==> config.mk <==
export PLATFORM = sky130hd
export DESIGN_NAME = shift_seq_unit
export DESIGN_NICKNAME = d
export VERILOG_FILES = /design/src/rtl/shift_pkg.sv /design/src/rtl/shift_step.sv /design/src/rtl/shift_seq_unit.sv
export SDC_FILE = /design/constraint.sdc
export NUM_CORES = 1
export LEC_CHECK = 0
export BUFFER_PORTS_ARGS = -buffer_cell sky130_fd_sc_hd__buf_2
export CORE_MARGIN = 5
export CORE_UTILIZATION = 51
export DETAILED_ROUTE_END_ITERATION = 12
export GPL_TIMING_DRIVEN = 0
export PLACE_DENSITY_LB_ADDON = 0.08
export SLEW_MARGIN = 20
export SYNTH_ARGS = -nofsm -noshare
export SYNTH_HDL_FRONTEND = slang
export SYNTH_SLANG_ARGS = --single-unit
==> constraint.sdc <==
create_clock -name clk -period 2.9 [get_ports clk]
set_input_delay 0.58 -clock clk [delete_from_list [all_inputs] [get_ports clk]]
set_output_delay 0.58 -clock clk [all_outputs]
set_load 0.01 [all_outputs]
==> src/rtl/shift_pkg.sv <==
// shift_pkg: shared types for the sequential shift unit
// Contents:
//   shift_op_e  - operation encoding (SLL/SRL/ROR/SRA)
//   seq_state_e - sequencer states (IDLE/SHIFT/DONE)
package shift_pkg;

    typedef enum logic [1:0] {
        SH_SLL = 2'b00,
        SH_SRL = 2'b01,
        SH_ROR = 2'b10,
        SH_SRA = 2'b11
    } shift_op_e;

    typedef enum logic [1:0] {
        S_IDLE,
        S_SHIFT,
        S_DONE
    } seq_state_e;

endpackage

==> src/rtl/shift_step.sv <==
// shift_step: combinational shift of an accumulator by 0..STEP bits
// Ports:
//   i_acc - value to shift
//   i_amt - bits to shift this cycle (0..STEP)
//   i_op  - operation; SRA fills with i_acc[XLEN-1], SLL/SRL fill zeros
//   o_res - shifted value
// Macro SHIFT_SEQ_ROR_EN: when defined op 10 rotates right, otherwise it acts as SRL.
module shift_step
    import shift_pkg::*;
#(
    parameter int XLEN = 32,
    parameter int STEP = 1,
    localparam int AW  = $clog2(STEP + 1)
) (
    input  logic [XLEN-1:0] i_acc,
    input  logic [AW-1:0]   i_amt,
    input  shift_op_e       i_op,
    output logic [XLEN-1:0] o_res
);

    always_comb begin
        o_res = i_acc;
        for (int k = 1; k <= STEP; k++)
            if (i_amt == AW'(k))
                o_res = i_op == SH_SLL ? i_acc << k
                      : i_op == SH_SRA ? (i_acc >> k) | (~({XLEN{1'b1}} >> k) & {XLEN{i_acc[XLEN-1]}})
`ifdef SHIFT_SEQ_ROR_EN
                      : i_op == SH_ROR ? (i_acc >> k) | (i_acc << (XLEN - k))
`endif
                      : i_acc >> k;
    end

endmodule

==> src/rtl/shift_seq_unit.sv <==
// shift_seq_unit: multi-cycle iterative SLL/SRL/SRA shifter, at most STEP bits per cycle
// Ports:
//   clk, rst                - clock, asynchronous active-high reset
//   flush                   - synchronous abort of any in-flight op
//   in_valid/in_ready       - operation handshake (data_in, shift_amount, shift_op)
//   out_valid/out_ready     - result handshake (data_out)
//   busy                    - unit not idle
// Macro SHIFT_SEQ_ROR_EN: when defined op 10 is rotate right, otherwise SRL.
module shift_seq_unit
    import shift_pkg::*;
#(
    parameter int XLEN = 32,
    parameter int STEP = 1,
    localparam int SHW = $clog2(XLEN)
) (
    input  logic            clk,
    input  logic            rst,
    input  logic            flush,
    input  logic            in_valid,
    output logic            in_ready,
    input  logic [XLEN-1:0] data_in,
    input  logic [SHW-1:0]  shift_amount,
    input  logic [1:0]      shift_op,
    output logic            out_valid,
    input  logic            out_ready,
    output logic [XLEN-1:0] data_out,
    output logic            busy
);

    localparam int AW = $clog2(STEP + 1);

    if (!(STEP == 1 || STEP == 2 || STEP == 4 || STEP == 8)) begin : g_bad_step
        $error("shift_seq_unit: STEP must be 1, 2, 4 or 8");
    end

    seq_state_e      r_state;
    logic [XLEN-1:0] r_acc;
    logic [SHW-1:0]  r_rem;
    shift_op_e       r_op;

    logic [AW-1:0]   w_amt;
    logic [SHW-1:0]  w_rem_next;
    logic [XLEN-1:0] w_acc_next;

    // Bits shifted this cycle: min(STEP, remaining)
    assign w_amt      = (r_rem > SHW'(STEP)) ? AW'(STEP) : AW'(r_rem);
    assign w_rem_next = r_rem - SHW'(w_amt);

    shift_step #(.XLEN(XLEN), .STEP(STEP)) u_step (
        .i_acc (r_acc),
        .i_amt (w_amt),
        .i_op  (r_op),
        .o_res (w_acc_next)
    );

    always_ff @(posedge clk or posedge rst) begin
        if (rst) begin
            r_state <= S_IDLE;
            r_acc   <= '0;
            r_rem   <= '0;
            r_op    <= SH_SLL;
        end else if (flush) begin
            r_state <= S_IDLE;
        end else begin
            case (r_state)
                S_IDLE:
                    if (in_valid) begin
                        r_acc   <= data_in;
                        r_rem   <= shift_amount;
                        r_op    <= shift_op_e'(shift_op);
                        r_state <= shift_amount == '0 ? S_DONE : S_SHIFT;
                    end
                S_SHIFT: begin
                    r_acc <= w_acc_next;
                    r_rem <= w_rem_next;
                    if (w_rem_next == '0)
                        r_state <= S_DONE;
                end
                S_DONE:
                    if (out_ready)
                        r_state <= S_IDLE;
                default:
                    r_state <= S_IDLE;
            endcase
        end
    end

    assign in_ready  = r_state == S_IDLE && !flush;
    assign out_valid = r_state == S_DONE;
    assign busy      = r_state != S_IDLE;
    assign data_out  = r_acc;

endmodule

# After elaboration in Yosys (flattened, before gate mapping)
# Index checks and enable logic that the tools add are counted.
[op_classes] order_cmp=1 muxes=14 addsub=1 eq_ne=8 n_reduce_logical=12 bitwise=2
[ops] op="two-way mux 32 bit" n=4
[ops] op="case mux 32 bit (2 select lines)" n=1
[ops] op="bitwise OR 31 x 32 -> 32 bit" n=1
[ops] op="zero test 5 bit" n=2
[ops] op="two-way mux 2 bit" n=5
[ops] op="case mux 5 bit (2 select lines)" n=1
[ops] op="AND reduction 3 bit" n=3
[ops] op="inequality test 3 bit (second input constant)" n=2
[ops] op="case mux 2 bit (3 select lines)" n=1
[ops] op="> comparator 5 x 1 -> 1 bit (second input constant)" n=1
[ops] op="two-way mux 5 bit" n=1
[ops] op="subtractor 5 x 1 -> 5 bit" n=1
[ops] op="== test 2 bit (second input constant)" n=2
[ops] op="zero test 2 bit" n=2
[ops] op="inequality test 2 bit (second input constant)" n=2
[ops] op="AND reduction 4 bit" n=1
[ops] op="nonzero test 2 bit" n=2
[ops] op="inequality test 3 x 2 -> 1 bit (second input constant)" n=1
[ops] op="== test 2 x 1 -> 1 bit (second input constant)" n=1
[ops] op="logical AND 1 bit" n=1
[ops] op="zero test 1 bit" n=1
[ops] op="two-way mux 1 bit" n=1
[ops] op="NOT 1 bit" n=1
[word_totals] input_bits=44 out_inout_bits=35 register_bits=41 word_cells=42

# Depth between registers and ports, before layout
# Gate-level depths: netlist (run 1).
[logic_depth] ltp_word=7 mapped_depth=8 ltp_nobuf=8

# Modules after synthesis
# A second synthesis (run 1) with hierarchy kept.
[unflattened] cells_unflattened=311 area_unflattened_um2=3269.4
[by_module_without_submodules] mod="shift_seq_unit" n_inst=1 seq_area_each_um2=1026.0 cells_per_inst=166 area_each_um2=2439.8
[by_module_without_submodules] mod="shift_step" n_inst=1 seq_area_each_um2=0.0 cells_per_inst=145 area_each_um2=829.5

# Worst setup path after synthesis (run 1)
# No wires, ideal clock.
[synth_path] kind="reg2reg" start="register r_rem[2]" end="register r_state[1]" setup_slack_ns=0.668 setup_ns=0.096 t_arrival_ns=2.137 required_time_ns=2.804 synth_period_minus_slack_ns=2.232 path_buffers=0 stages_incl_launch_ff=8 path_cell_list="dfrtp_1 or4_4 nor2b_1 ha_1 xor2_1 a2111oi_0 nand3_1 o31ai_1"
[synth_via] elab_chain_cells=6
[synth_rtl] item="start: declaration" line_no="shift_seq_unit.sv:38" source="logic [SHW-1:0] r_rem;"
[synth_rtl] item="start signal: assignment" line_no="shift_seq_unit.sv:69" source="r_rem <= shift_amount;"
[synth_rtl] item="start signal: assignment" line_no="shift_seq_unit.sv:75" source="r_rem <= w_rem_next;"
[synth_rtl] item="> comparator 5 x 1 -> 1 bit" line_no="shift_seq_unit.sv:46" source="assign w_amt = (r_rem > SHW'(STEP)) ? AW'(STEP) : AW'(r_rem);"
[synth_rtl] item="two-way mux 1 bit" line_no="shift_seq_unit.sv:46"
[synth_rtl] item="subtractor 5 x 1 -> 5 bit *" line_no="shift_seq_unit.sv:47" source="assign w_rem_next = r_rem - SHW'(w_amt);"
[synth_rtl] item="zero test 5 bit *" line_no="shift_seq_unit.sv:76" source="if (w_rem_next == '0)"
[synth_rtl] item="inequality test 3 bit (no line) *"
[synth_rtl] item="AND reduction 3 bit (no line) *"
[synth_rtl] item="end signal: assignment" line_no="shift_seq_unit.sv:71" source="r_state <= shift_amount == '0 ? S_DONE : S_SHIFT;"
[synth_rtl] item="end: declaration" line_no="shift_seq_unit.sv:36" source="seq_state_e r_state;"
# Every way passes the cells marked *; elsewhere a longest branch is shown, timed or not.
# A chain may end at the register's enable or synchronous reset.

# Final worst setup path (run 1)
# Ends and elaborated chain as after synthesis.

==> results of run 1 <==
-- sequential cells by signal, indices dropped and copies added, names as in the netlist --
name	cells
data_out	32
r_op	2
r_rem	5
r_state	2
-- worst max path at each step --
stage / depth (start not counted) / slack [ns] / endpoint / start
floorplan: 7 / 0.67 / r_state[1] / r_rem[2]
global placement: 7 / 0.45 / r_state[1] / r_rem[4]
detailed placement: 7 / 0.44 / r_state[1] / r_rem[2]
CTS: 7 / 0.41 / r_state[1] / r_rem[2]
global route: 7 / 0.29 / r_state[1] / r_rem[2]
finish: 7 / 0.43 / r_state[1] / r_rem[2]
-- power breakdown --
part	total, W	leakage (nW)	internal (W)	switching (W)
Sequential	0.000897	0.499	0.000726	0.000171
Clock	0.000410	0.0542	0.000215	0.000195
Combinational	0.000822	0.980	0.000389	0.000433
-- through the flow --
step	setup slack [ns]	util, %	hold slack [ns]	std cells
after floorplan	0.668	-	0.502	246
after global placement	0.451	61.6	0.494	378
after detailed placement	0.437	62.0	0.509	379
after CTS	0.414	64.2	0.207	387
after global routing	0.291	64.2	0.209	387
final	0.425	64.2	0.206	387
-- synthesized netlist by cell type --
library cell | instances | area share, %
sky130_fd_sc_hd__a2111oi_0 | 1 | 0.37
sky130_fd_sc_hd__a211oi_1 | 31 | 9.7
sky130_fd_sc_hd__a21o_1 | 30 | 9.4
sky130_fd_sc_hd__a21oi_1 | 4 | 0.84
sky130_fd_sc_hd__a22oi_1 | 1 | 0.31
sky130_fd_sc_hd__a2bb2oi_1 | 1 | 0.37
sky130_fd_sc_hd__a31oi_1 | 4 | 1.0
sky130_fd_sc_hd__buf_2 | 6 | 1.3
sky130_fd_sc_hd__buf_4 | 3 | 0.94
sky130_fd_sc_hd__clkbuf_1 | 10 | 1.6
sky130_fd_sc_hd__dfrtp_1 | 41 | 43
sky130_fd_sc_hd__ha_1 | 2 | 1.0
sky130_fd_sc_hd__inv_1 | 6 | 0.94
sky130_fd_sc_hd__mux2_1 | 1 | 0.47
sky130_fd_sc_hd__mux2_2 | 2 | 0.94
sky130_fd_sc_hd__mux2i_1 | 30 | 13
sky130_fd_sc_hd__nand2_1 | 7 | 1.1
sky130_fd_sc_hd__nand2b_1 | 1 | 0.26
sky130_fd_sc_hd__nand3_1 | 2 | 0.42
sky130_fd_sc_hd__nand3b_1 | 2 | 0.63
sky130_fd_sc_hd__nor2_1 | 41 | 6.4
sky130_fd_sc_hd__nor2b_1 | 2 | 0.52
sky130_fd_sc_hd__nor3_1 | 3 | 0.63
sky130_fd_sc_hd__o21a_1 | 1 | 0.31
sky130_fd_sc_hd__o21ai_0 | 1 | 0.21
sky130_fd_sc_hd__o21ai_1 | 1 | 0.21
sky130_fd_sc_hd__o221ai_4 | 1 | 1.1
sky130_fd_sc_hd__o22a_1 | 1 | 0.37
sky130_fd_sc_hd__o22ai_1 | 2 | 0.52
sky130_fd_sc_hd__o31ai_1 | 2 | 0.63
sky130_fd_sc_hd__or2_2 | 1 | 0.26
sky130_fd_sc_hd__or3_1 | 2 | 0.52
sky130_fd_sc_hd__or3b_2 | 1 | 0.37
sky130_fd_sc_hd__or4_4 | 1 | 0.47
sky130_fd_sc_hd__xor2_1 | 1 | 0.37
-- cells by family (layout without fill, tap and decap cells) --
group	count (synthesis)	in the layout	share of synthesized area [%]
adders and majority gates	2	2	1.05
muxes	33	33	14.0
AOI/OAI and AO/OA	81	81	25.4
DFF	41	41	42.9
xor gates and xnor gates	1	1	0.366
buffers and inverters	25	112	4.71
and+or+nand+nor	63	63	11.6
-- worst max-delay path, delay by kind of cell, from the launching register on --
| family | cells | cell delay (ns) |
|---|---|---|
| adders and majority gates | 1 | 0.24 |
| and+or+nand+nor | 3 | 0.87 |
| DFF | 1 | 0.45 |
| xor gates and xnor gates | 1 | 0.15 |
| AOI/OAI and AO/OA | 2 | 0.67 |
-- area by class of cell --
cell class | instances | area [um^2] | share of cell area [%]
inverters | 6 | 22.5 | 0.758
clock inverters | 1 | 5.00 | 0.168
multi-input cells | 180 | 1250 | 42.2
plain buffers | 19 | 90.1 | 3.03
clock buffers | 7 | 96.3 | 3.24
repair buffers | 79 | 410 | 13.8
flip-flops and latches | 41 | 1030 | 34.5
well taps | 54 | 67.6 | 2.27
-- layer usage --
metal / vias to the layer above / wire length, um / global-route usage, %
met1: 1054 / 2640 / 25.1
met3: 7 / 344 / 4.93
met5: - / 0 / 0
li1: 1073 / - / -
met2: 62 / 2840 / 33.3
met4: 0 / 34 / 3.15
==> flow_summary.yaml, run 1 <==
outcome:
  outcome: "complete, no violations"
critical_path:
  worstPathRequired_ns: 3.10
  cp_cell_sequence: "or4_4, nor2b_1, ha_1, xor2_1, a2111oi_0, nand3_1, o31ai_1"
  cpMaxStageDelayCell: "sky130_fd_sc_hd__a2111oi_0"
  cp.arrival_ns: 2.67
  r2r_cells: 7
  crit-reg2reg-launch: "r_rem[2]"
  rrSetupSlack_ns: 0.43
  critical_path_start_end_classification: "reg2reg"
  start_kind: "flip-flop"
  end_kind: "flip-flop"
  worstPathMaxFanout: 6
  critPathMaxStageDelay_ns: 0.58
  worst_r2r_endpoint: "r_state[1]"
route:
  dr.first_iter.drc_count: 109
  dr.pass1.iters: 4
  routed_via_density: 5.67
  wl_per_cell_um: 15.2
  dr_total_vias: 2196
  finalWirelength_mm: 5.87
  detail_route.drc_violations: 0
  antenna_left: 0
pwr:
  pd_cells_nw_per_um2: 716
  p_leak_nw: 1.53
  total_power_w: 0.00213
  power.ir.vdd_worst_mv: 0.377
sta:
  rsz_0062_raised_after_global_routing: "no"
  final_max_slew_viol_count: 0
  timing.final.setup_violations: 0
  clock_tree_skew_after_final_layout_ns: 0.00344
  setup_tns_ns: 0
  max_freq_ghz: 0.404
  slew-limit-headroom_pct: 58.2
  final_hold_viol_count: 0
  min_period_ns: 2.47
  layout_worst_path_cycle_share_pct: 85.3
  tightestPinTransition_ns: 0.611
cells_and_area:
  antenna-diode-count: 0
  design.final.nets: 378
  filler_cell_count: 427
  commonest_non_fill_non_tap_cell_in_the_layout: "sky130_fd_sc_hd__buf_2"
  areaGrowthSynthToFinish_pct: 24.2
  final_cell_mix: "sky130_fd_sc_hd__buf_2 (84), sky130_fd_sc_hd__nor2_1 (41), sky130_fd_sc_hd__dfrtp_1 (41)"
  layout-drive-gt1-share_pct: 30.9
  stdcell_area_um2: 2970
logic_synthesis:
  syn-num-nets: 292
  synthesis.area_um2: 2390
  synth.avg_cell_area_um2: 9.72
  yosys_register_bits: 41
  synth_sequential_area_ratio_pct: 42.9
  post_synth_inst_count: 246
  synthesis.yosys.warnings: 0
  number_of_library_cell_types_mapped_by_synthesis: 35
placed_design:
  io_buffers: 78
  dp.final_hpwl_mm: 4.45
  placed_area_um2: 2870
  global_placement_routability_congestion: 0.840
global_routing:
  largest_net_degree_at_the_start_of_global_routing: 33
  number_of_antenna_violations_at_the_first_check_in_global_routing: 0
  first_global_vias: 2070
  grt_pass1_wl_mm: 9.74
  overflow: 0
  overall_global_routing_resource_usage_pct: 19.4
clocking:
  cts_buffer_depth: 2
  clock_insertion_delay_worst_skew_ns: 0.29
  numCtsBuffers: 5
  number_of_setup_buffers_added_after_cts: 0
  cts_hold_repair.buffers: 0
  worst_setup_hold_path_clk_slew_ns: 0.08
  clock_sink_count: 41
  clk_root_buffer_cell: "sky130_fd_sc_hd__clkbuf_8"
  postCtsResizedCells: 0
  tritoncts_clock_tree: "yes"
  cts.htree.levels: 2
die:
  io_pins: 79
  die_w_um: 78.5
  initial_util_pct: 51.7
  die_area_um2: 6160
  core_region_area_um2: 4630
  floorplan.die.height_um: 78.5
  floorplan.rows: 25
flow_run:
  count_of_max_cap_constraint_violations: 0
worst_hold_path:
  timing.hold.worst.class: "in2async"
Power figures use the tool's default switching activity.
==> inputs of run 2 (changes only) <==
--- a/config.mk
+++ b/config.mk
@@ -5,12 +5,14 @@
 export SDC_FILE = /design/constraint.sdc
 export NUM_CORES = 1
 export LEC_CHECK = 0
+export ABC_CLOCK_PERIOD_IN_PS = 2900
 export BUFFER_PORTS_ARGS = -buffer_cell sky130_fd_sc_hd__buf_2
 export CORE_MARGIN = 5
 export CORE_UTILIZATION = 51
 export DETAILED_ROUTE_END_ITERATION = 12
 export GPL_TIMING_DRIVEN = 0
 export PLACE_DENSITY_LB_ADDON = 0.08
+export REMOVE_ABC_BUFFERS = 1
 export SLEW_MARGIN = 20
 export SYNTH_ARGS = -nofsm -noshare
 export SYNTH_HDL_FRONTEND = slang
==> run 2 against run 1 <==
Effect of this change:
- sequential share of layout area shrank 0.82 points
- final cell count fell by 3.6%
- via count is 5.5% lower
- total power is 4.2% higher
- first-iteration DRC count shrank 5.5%
- routed wire length fell by 6.7%
- highest routed layer unchanged
==> flow_summary.yaml, run 2 (synthesis results as in run 1) <==
outcome:
  outcome: "complete, no violations"
clocking:
  numCtsBuffers: 5
  clk_root_buffer_cell: "sky130_fd_sc_hd__clkbuf_8"
  number_of_setup_buffers_added_after_cts: 0
  clock_sink_count: 41
  clock_insertion_delay_worst_skew_ns: 0.28
  cts_buffer_depth: 2
  cts.htree.levels: 2
  worst_setup_hold_path_clk_slew_ns: 0.08
  tritoncts_clock_tree: "yes"
  postCtsResizedCells: 0
  cts_hold_repair.buffers: 0
route:
  finalWirelength_mm: 5.47
  dr.first_iter.drc_count: 103
  routed_via_density: 5.56
  wl_per_cell_um: 14.7
  wl_met2_mm: 2.63
  dr.pass1.iters: 4
  detail_route.drc_violations: 0
  met3_length_um: 275
  m1WireLength_mm: 2.48
  dr.max_layer_used: "met4"
  antenna_left: 0
  dr_total_vias: 2075
sta:
  final_critical_path_setup_slack_ns: 0.346
  final_max_slew_viol_count: 0
  tightestPinTransition_ns: 0.642
  layout_worst_path_cycle_share_pct: 88.1
  setup_tns_ns: 0
  final_hold_viol_count: 0
  rsz_0062_raised_after_global_routing: "no"
  min_period_ns: 2.55
  max_freq_ghz: 0.392
  timing.final.setup_violations: 0
  slew-limit-headroom_pct: 56.1
  clock_tree_skew_after_final_layout_ns: 0.00732
cells_and_area:
  register_area_um2: 1030
  multi_input_comb_area_um2: 1270
  antenna-diode-count: 0
  layout-drive-gt1-share_pct: 31.3
  largest_register_ffs: 32
  final_cell_mix: "sky130_fd_sc_hd__buf_2 (78), sky130_fd_sc_hd__dfrtp_1 (41), sky130_fd_sc_hd__nor2_1 (40)"
  stdcell_area_um2: 3040
  design.final.nets: 364
  areaGrowthSynthToFinish_pct: 27.2
  commonest_non_fill_non_tap_cell_in_the_layout: "sky130_fd_sc_hd__buf_2"
  utilization_pct: 65.8
  filler_cell_count: 402
die:
  floorplan.die.height_um: 78.5
  die_w_um: 78.5
  core_region_area_um2: 4630
  io_pins: 79
  floorplan.rows: 25
  die_area_um2: 6160
  initial_util_pct: 51.7
worst_hold_path:
  timing.hold.worst.class: "in2async"
flow_run:
  count_of_max_cap_constraint_violations: 0
pwr:
  net-switching-power_w: 0.000788
  clockPowerShare_pct: 21.1
  swShare_pct: 35.5
  p_leak_nw: 1.55
  total_power_w: 0.00222
  pd_cells_nw_per_um2: 729
  pint_w: 0.00143
  power.ir.vdd_worst_mv: 0.438
  combPwrFrac_pct: 38.4
  power.share.sequential_pct: 40.5
critical_path:
  worst-path-stages: 7
  rrSetupSlack_ns: 0.35
  start_kind: "flip-flop"
  r2r_cells: 7
  cp_cell_sequence: "or4_4, nor2b_1, ha_1, xor2_1, a2111oi_0, nand3_1, o31ai_1"
  end_kind: "flip-flop"
  critPathMaxStageDelay_ns: 0.61
  cp.arrival_ns: 2.74
  worstPathRequired_ns: 3.08
  worst_r2r_endpoint: "r_state[1]"
  critical_path.n_buffers_inverters: 0
  worstPathMaxFanout: 6
  critical_path_start_end_classification: "reg2reg"
  cpMaxStageDelayCell: "sky130_fd_sc_hd__a2111oi_0"
  crit-reg2reg-launch: "r_rem[2]"
  kind_of_cell_adding_the_most_delay_to_the_critical_path: "simple AND/OR/NAND/NOR gates"
global_routing:
  grt_pass1_wl_mm: 9.32
  overflow: 0
  overall_global_routing_resource_usage_pct: 18.7
  number_of_antenna_violations_at_the_first_check_in_global_routing: 0
  largest_net_degree_at_the_start_of_global_routing: 32
  first_global_vias: 1998
placed_design:
  dp.final_hpwl_mm: 4.09
  placed_area_um2: 2930
  global_placement_routability_congestion: 0.827
  io_buffers: 78
  dp_worst_setup_slack_ns: 0.381
-- run 2: power groups by stage --
stage / registers [W] / logic, W / clock network (W)
after global placement: 0.000901 / 0.000804 / 0
final: 0.000899 / 0.000852 / 0.000469
after floorplan: 0.000929 / 0.000496 / 0
after detailed placement: 0.000910 / 0.000857 / 0
after CTS: 0.000900 / 0.000861 / 0.000485
after global routing: 0.000931 / 0.000941 / 0.000510
-- run 2: metal layers --
metal	global-route usage, %	vias up
met1	24.0	972
met4	6.12	0
li1	-	1044
met2	31.6	50
met5	0	-
met3	3.56	9
-- run 2: stage by stage --
stage,hold WS (ns),instances
after floorplan,0.502,227
after global placement,0.512,359
after detailed placement,0.515,365
after CTS,0.319,373
after global routing,0.342,373
final,0.306,373
-- run 2: how the worst max path moves through the flow --
| stage | startpoint | end | slack (ns) |
|---|---|---|---|
| 2_1_floorplan | r_state[0] | data_out[31] | -0.69 |
| 3_3_place_gp | r_state[0] | data_out[31] | -1.77 |
| 3_5_place_dp | r_rem[2] | r_state[1] | 0.38 |
| 4_1_cts | r_rem[2] | r_state[1] | 0.35 |
| 5_1_grt | r_rem[2] | r_state[1] | 0.18 |
| 6_report | r_rem[2] | r_state[1] | 0.35 |
-- run 2: worst register-to-register path, cell delays in order, from the launching register on --
cell	delay, ns
sky130_fd_sc_hd__dfrtp_1	0.45
sky130_fd_sc_hd__or4_4	0.56
sky130_fd_sc_hd__nor2b_1	0.19
sky130_fd_sc_hd__ha_1	0.24
sky130_fd_sc_hd__xor2_1	0.15
sky130_fd_sc_hd__a2111oi_0	0.61
sky130_fd_sc_hd__nand3_1	0.16
sky130_fd_sc_hd__o31ai_1	0.10
-- run 2: cell type report --
type | instances | share of cell area, %
sequential | 41 | 33.7
clock inverter | 1 | 0.986
inverter | 6 | 0.740
clock buffer | 7 | 2.84
timing repair buffer | 84 | 17.8
multi-input combinational | 180 | 41.7
tap | 54 | 2.22
==> inputs of run 3 (changes only) <==
--- a/config.mk
+++ b/config.mk
@@ -5,10 +5,11 @@
 export SDC_FILE = /design/constraint.sdc
 export NUM_CORES = 1
 export LEC_CHECK = 0
+export ABC_AREA = 1
 export ABC_CLOCK_PERIOD_IN_PS = 2900
 export BUFFER_PORTS_ARGS = -buffer_cell sky130_fd_sc_hd__buf_2
 export CORE_MARGIN = 5
-export CORE_UTILIZATION = 51
+export CORE_UTILIZATION = 50
 export DETAILED_ROUTE_END_ITERATION = 12
 export GPL_TIMING_DRIVEN = 0
 export PLACE_DENSITY_LB_ADDON = 0.08
==> run 3 against run 2 <==
Effect of this change:
- synthesized area down 2.1%
- final cell count is 17% higher
- cell area fell by 6.6%
- clock power is 23% lower
- combinational power increased by 100%
- clock skew rose by 0.00087 ns
- largest power group is now combinational logic
==> flow_summary.yaml, run 3 <==
clocking:
  number_of_setup_buffers_added_after_cts: 0
  worst_setup_hold_path_clk_slew_ns: 0.08
  cts.htree.levels: 2
  numCtsBuffers: 5
  tritoncts_clock_tree: "yes"
  clock_insertion_delay_worst_skew_ns: 0.29
  clk_root_buffer_cell: "sky130_fd_sc_hd__clkbuf_8"
  clock_sink_count: 41
  cts_hold_repair.buffers: 0
  postCtsResizedCells: 0
  cts_buffer_depth: 2
placed_design:
  io_buffers: 78
  dp.final_hpwl_mm: 4.08
  dp_worst_setup_slack_ns: 0.196
  global_placement_routability_congestion: 0.809
cells_and_area:
  filler_cell_count: 434
  antenna-diode-count: 0
  commonest_non_fill_non_tap_cell_in_the_layout: "sky130_fd_sc_hd__buf_2"
  utilization_pct: 64.0
  largest_register_ffs: 32
  final_cell_mix: "sky130_fd_sc_hd__buf_2 (78), sky130_fd_sc_hd__nor2_1 (52), sky130_fd_sc_hd__nand2_1 (52)"
  layout-drive-gt1-share_pct: 24.7
  design.final.nets: 430
  areaGrowthSynthToFinish_pct: 21.4
die:
  die_area_um2: 6150
  io_pins: 79
  core_region_area_um2: 4440
  die_w_um: 78.4
  floorplan.die.height_um: 78.4
  floorplan.rows: 24
  initial_util_pct: 52.7
route:
  antenna_left: 0
  dr.pass1.iters: 4
  dr_total_vias: 2315
  detail_route.drc_violations: 0
  dr.first_iter.drc_count: 122
  finalWirelength_mm: 5.73
  routed_via_density: 5.30
  wl_per_cell_um: 13.1
critical_path:
  r2r_cells: 7
  worstPathRequired_ns: 3.10
  cp-endpoint: "data_out[18]"
  start_kind: "flip-flop"
  worstSetupStartpoint: "r_state[0]"
  kind_of_cell_adding_the_most_delay_to_the_critical_path: "simple AND/OR/NAND/NOR gates"
  cp.arrival_ns: 2.59
  critical_path_start_end_classification: "reg2reg"
  worstPathMaxFanout: 75
  cpMaxStageDelayCell: "sky130_fd_sc_hd__nand2_4"
  end_kind: "flip-flop"
  crit-reg2reg-launch: "r_state[0]"
  critical_path.n_buffers_inverters: 2
  cp_cell_sequence: "nand2_4, nor2_1, a21oi_4, buf_16, buf_8, nor2_1, a31oi_1"
  rrSetupSlack_ns: 0.51
  worst_path_most_repeated_cell: "sky130_fd_sc_hd__nor2_1"
  worst-path-stages: 7
  worst_r2r_endpoint: "data_out[18]"
  critPathMaxStageDelay_ns: 0.56
logic_synthesis:
  yosys-mux-area-fraction_pct: 0.962
  yosys.area_share.xor_xnor_pct: 0.374
  synth_async_sr_flop_share_pct: 100
  number_of_enable_flip_flop_cells_after_synthesis: 0
  synth_sequential_area_ratio_pct: 43.8
  synth.most_common_cell: "sky130_fd_sc_hd__nand2_1"
  synth.top_cells.by_area: "sky130_fd_sc_hd__dfrtp_1 (44%), sky130_fd_sc_hd__nand2_1 (8.5%), sky130_fd_sc_hd__nor2_1 (8.3%), sky130_fd_sc_hd__a31oi_1 (8.0%), sky130_fd_sc_hd__o21ai_0 (7.7%)"
  synth_largest_area_cell: "sky130_fd_sc_hd__dfrtp_1"
  synth_top_family_by_area: "compound AO/OA/AOI/OAI gates"
  synthesis.area_um2: 2340
  yosys_most_used_dff: "sky130_fd_sc_hd__dfrtp_1"
  synth_compound_area_share_pct: 25.2
  synth.avg_cell_area_um2: 7.41
  synth_adder_area_share_pct: 1.07
  netlist.area_leader.share_pct: 43.8
  synth.cells.most_frequent: "sky130_fd_sc_hd__nand2_1 (53), sky130_fd_sc_hd__nor2_1 (52), sky130_fd_sc_hd__dfrtp_1 (41)"
  yosys_register_bits: 41
  synthesis.yosys.warnings: 0
  synth-simple-area-share_pct: 19.1
  number_of_library_cell_types_mapped_by_synthesis: 26
  post_synth_inst_count: 316
sta:
  clock_tree_skew_after_final_layout_ns: 0.00819
  fin_hold_ws_ns: 0.208
  final_max_slew_viol_count: 0
  min_period_ns: 2.39
  timing.final.setup_violations: 0
  slew-limit-headroom_pct: 46.9
  max_freq_ghz: 0.419
  rsz_0062_raised_after_global_routing: "no"
  tightestPinTransition_ns: 0.795
  final_hold_viol_count: 0
  layout_worst_path_cycle_share_pct: 82.3
  final_critical_path_setup_slack_ns: 0.515
global_routing:
  overflow: 0
  overall_global_routing_resource_usage_pct: 19.1
  number_of_antenna_violations_at_the_first_check_in_global_routing: 0
  first_global_vias: 2133
  grt_pass1_wl_mm: 9.62
  largest_net_degree_at_the_start_of_global_routing: 76
pwr:
  total_power_w: 0.00319
  power.ir.vdd_worst_mv: 0.519
  p_leak_nw: 1.43
  pd_cells_nw_per_um2: 1120
flow_run:
  count_of_max_cap_constraint_violations: 0
worst_hold_path:
  timing.hold.worst.class: "in2async"
outcome:
  outcome: "complete, no violations"
-- run 3: worst reg2reg max path, stage by stage, from the launching register on --
cell and delay [ns]:
sky130_fd_sc_hd__dfrtp_1 0.44, sky130_fd_sc_hd__nand2_4 0.56, sky130_fd_sc_hd__nor2_1 0.17, sky130_fd_sc_hd__a21oi_4 0.53, sky130_fd_sc_hd__buf_16 0.23, sky130_fd_sc_hd__buf_8 0.18, sky130_fd_sc_hd__nor2_1 0.06, sky130_fd_sc_hd__a31oi_1 0.15
-- run 3: worst min path at each step --
stage | slack [ns] | cells after the start | startpoint | endpoint
after detailed placement | 0.52 | 2 | rst | r_rem[4]
after global routing | 0.22 | 2 | rst | data_out[23]
after global placement | 0.50 | 2 | data_out[31] | data_out[31]
final | 0.21 | 2 | rst | r_rem[4]
after floorplan | 0.52 | 2 | r_rem[2] | r_rem[2]
after CTS | 0.21 | 2 | rst | r_rem[4]
-- run 3: kinds of logic after synthesis --
kind of cell    Yosys count
fa+ha+maj                 2
buf+inv                  50
xor+xnor                  1
flops                    41
mux                       2
compound gates          106
simple gates            114
-- run 3: area by class of cell --
cell class,count,area [um^2],share of cell area [%]
Multi-Input combinational cell,225,1110,38.9
Sequential cell,41,1030,36.1
Timing Repair Buffer,81,453,15.9
Inverter,30,113,3.96
Clock buffer,8,80.1,2.82
Tap cell,52,65.1,2.29
-- run 3: report_power, final --
part	total, W	switching, W	internal, W
sequential	0.00110	0.000247	0.000855
clock	0.000360	0.000189	0.000171
combinational	0.00173	0.00108	0.000650
total	0.00319	0.00151	0.00168
-- run 3: layer usage --
| layer | vias up | share of wire, % | global-route usage, % |
|---|---|---|---|
| met5 | - | 0 | 0 |
| met4 | 0 | 1.1 | 5.77 |
| met3 | 5 | 5.1 | 3.43 |
| met2 | 65 | 47 | 31.8 |
| met1 | 1046 | 47 | 25.5 |
| li1 | 1199 | - | - |
-- run 3: through the flow --
step | instances | setup TNS [ns] | instance area [um^2]
after CTS | 437 | 0 | 2840
final | 437 | 0 | 2840
after global placement | 426 | -29.89 | 2690
after floorplan | 296 | -1.92 | 2230
after detailed placement | 429 | 0 | 2760
after global routing | 437 | 0 | 2840
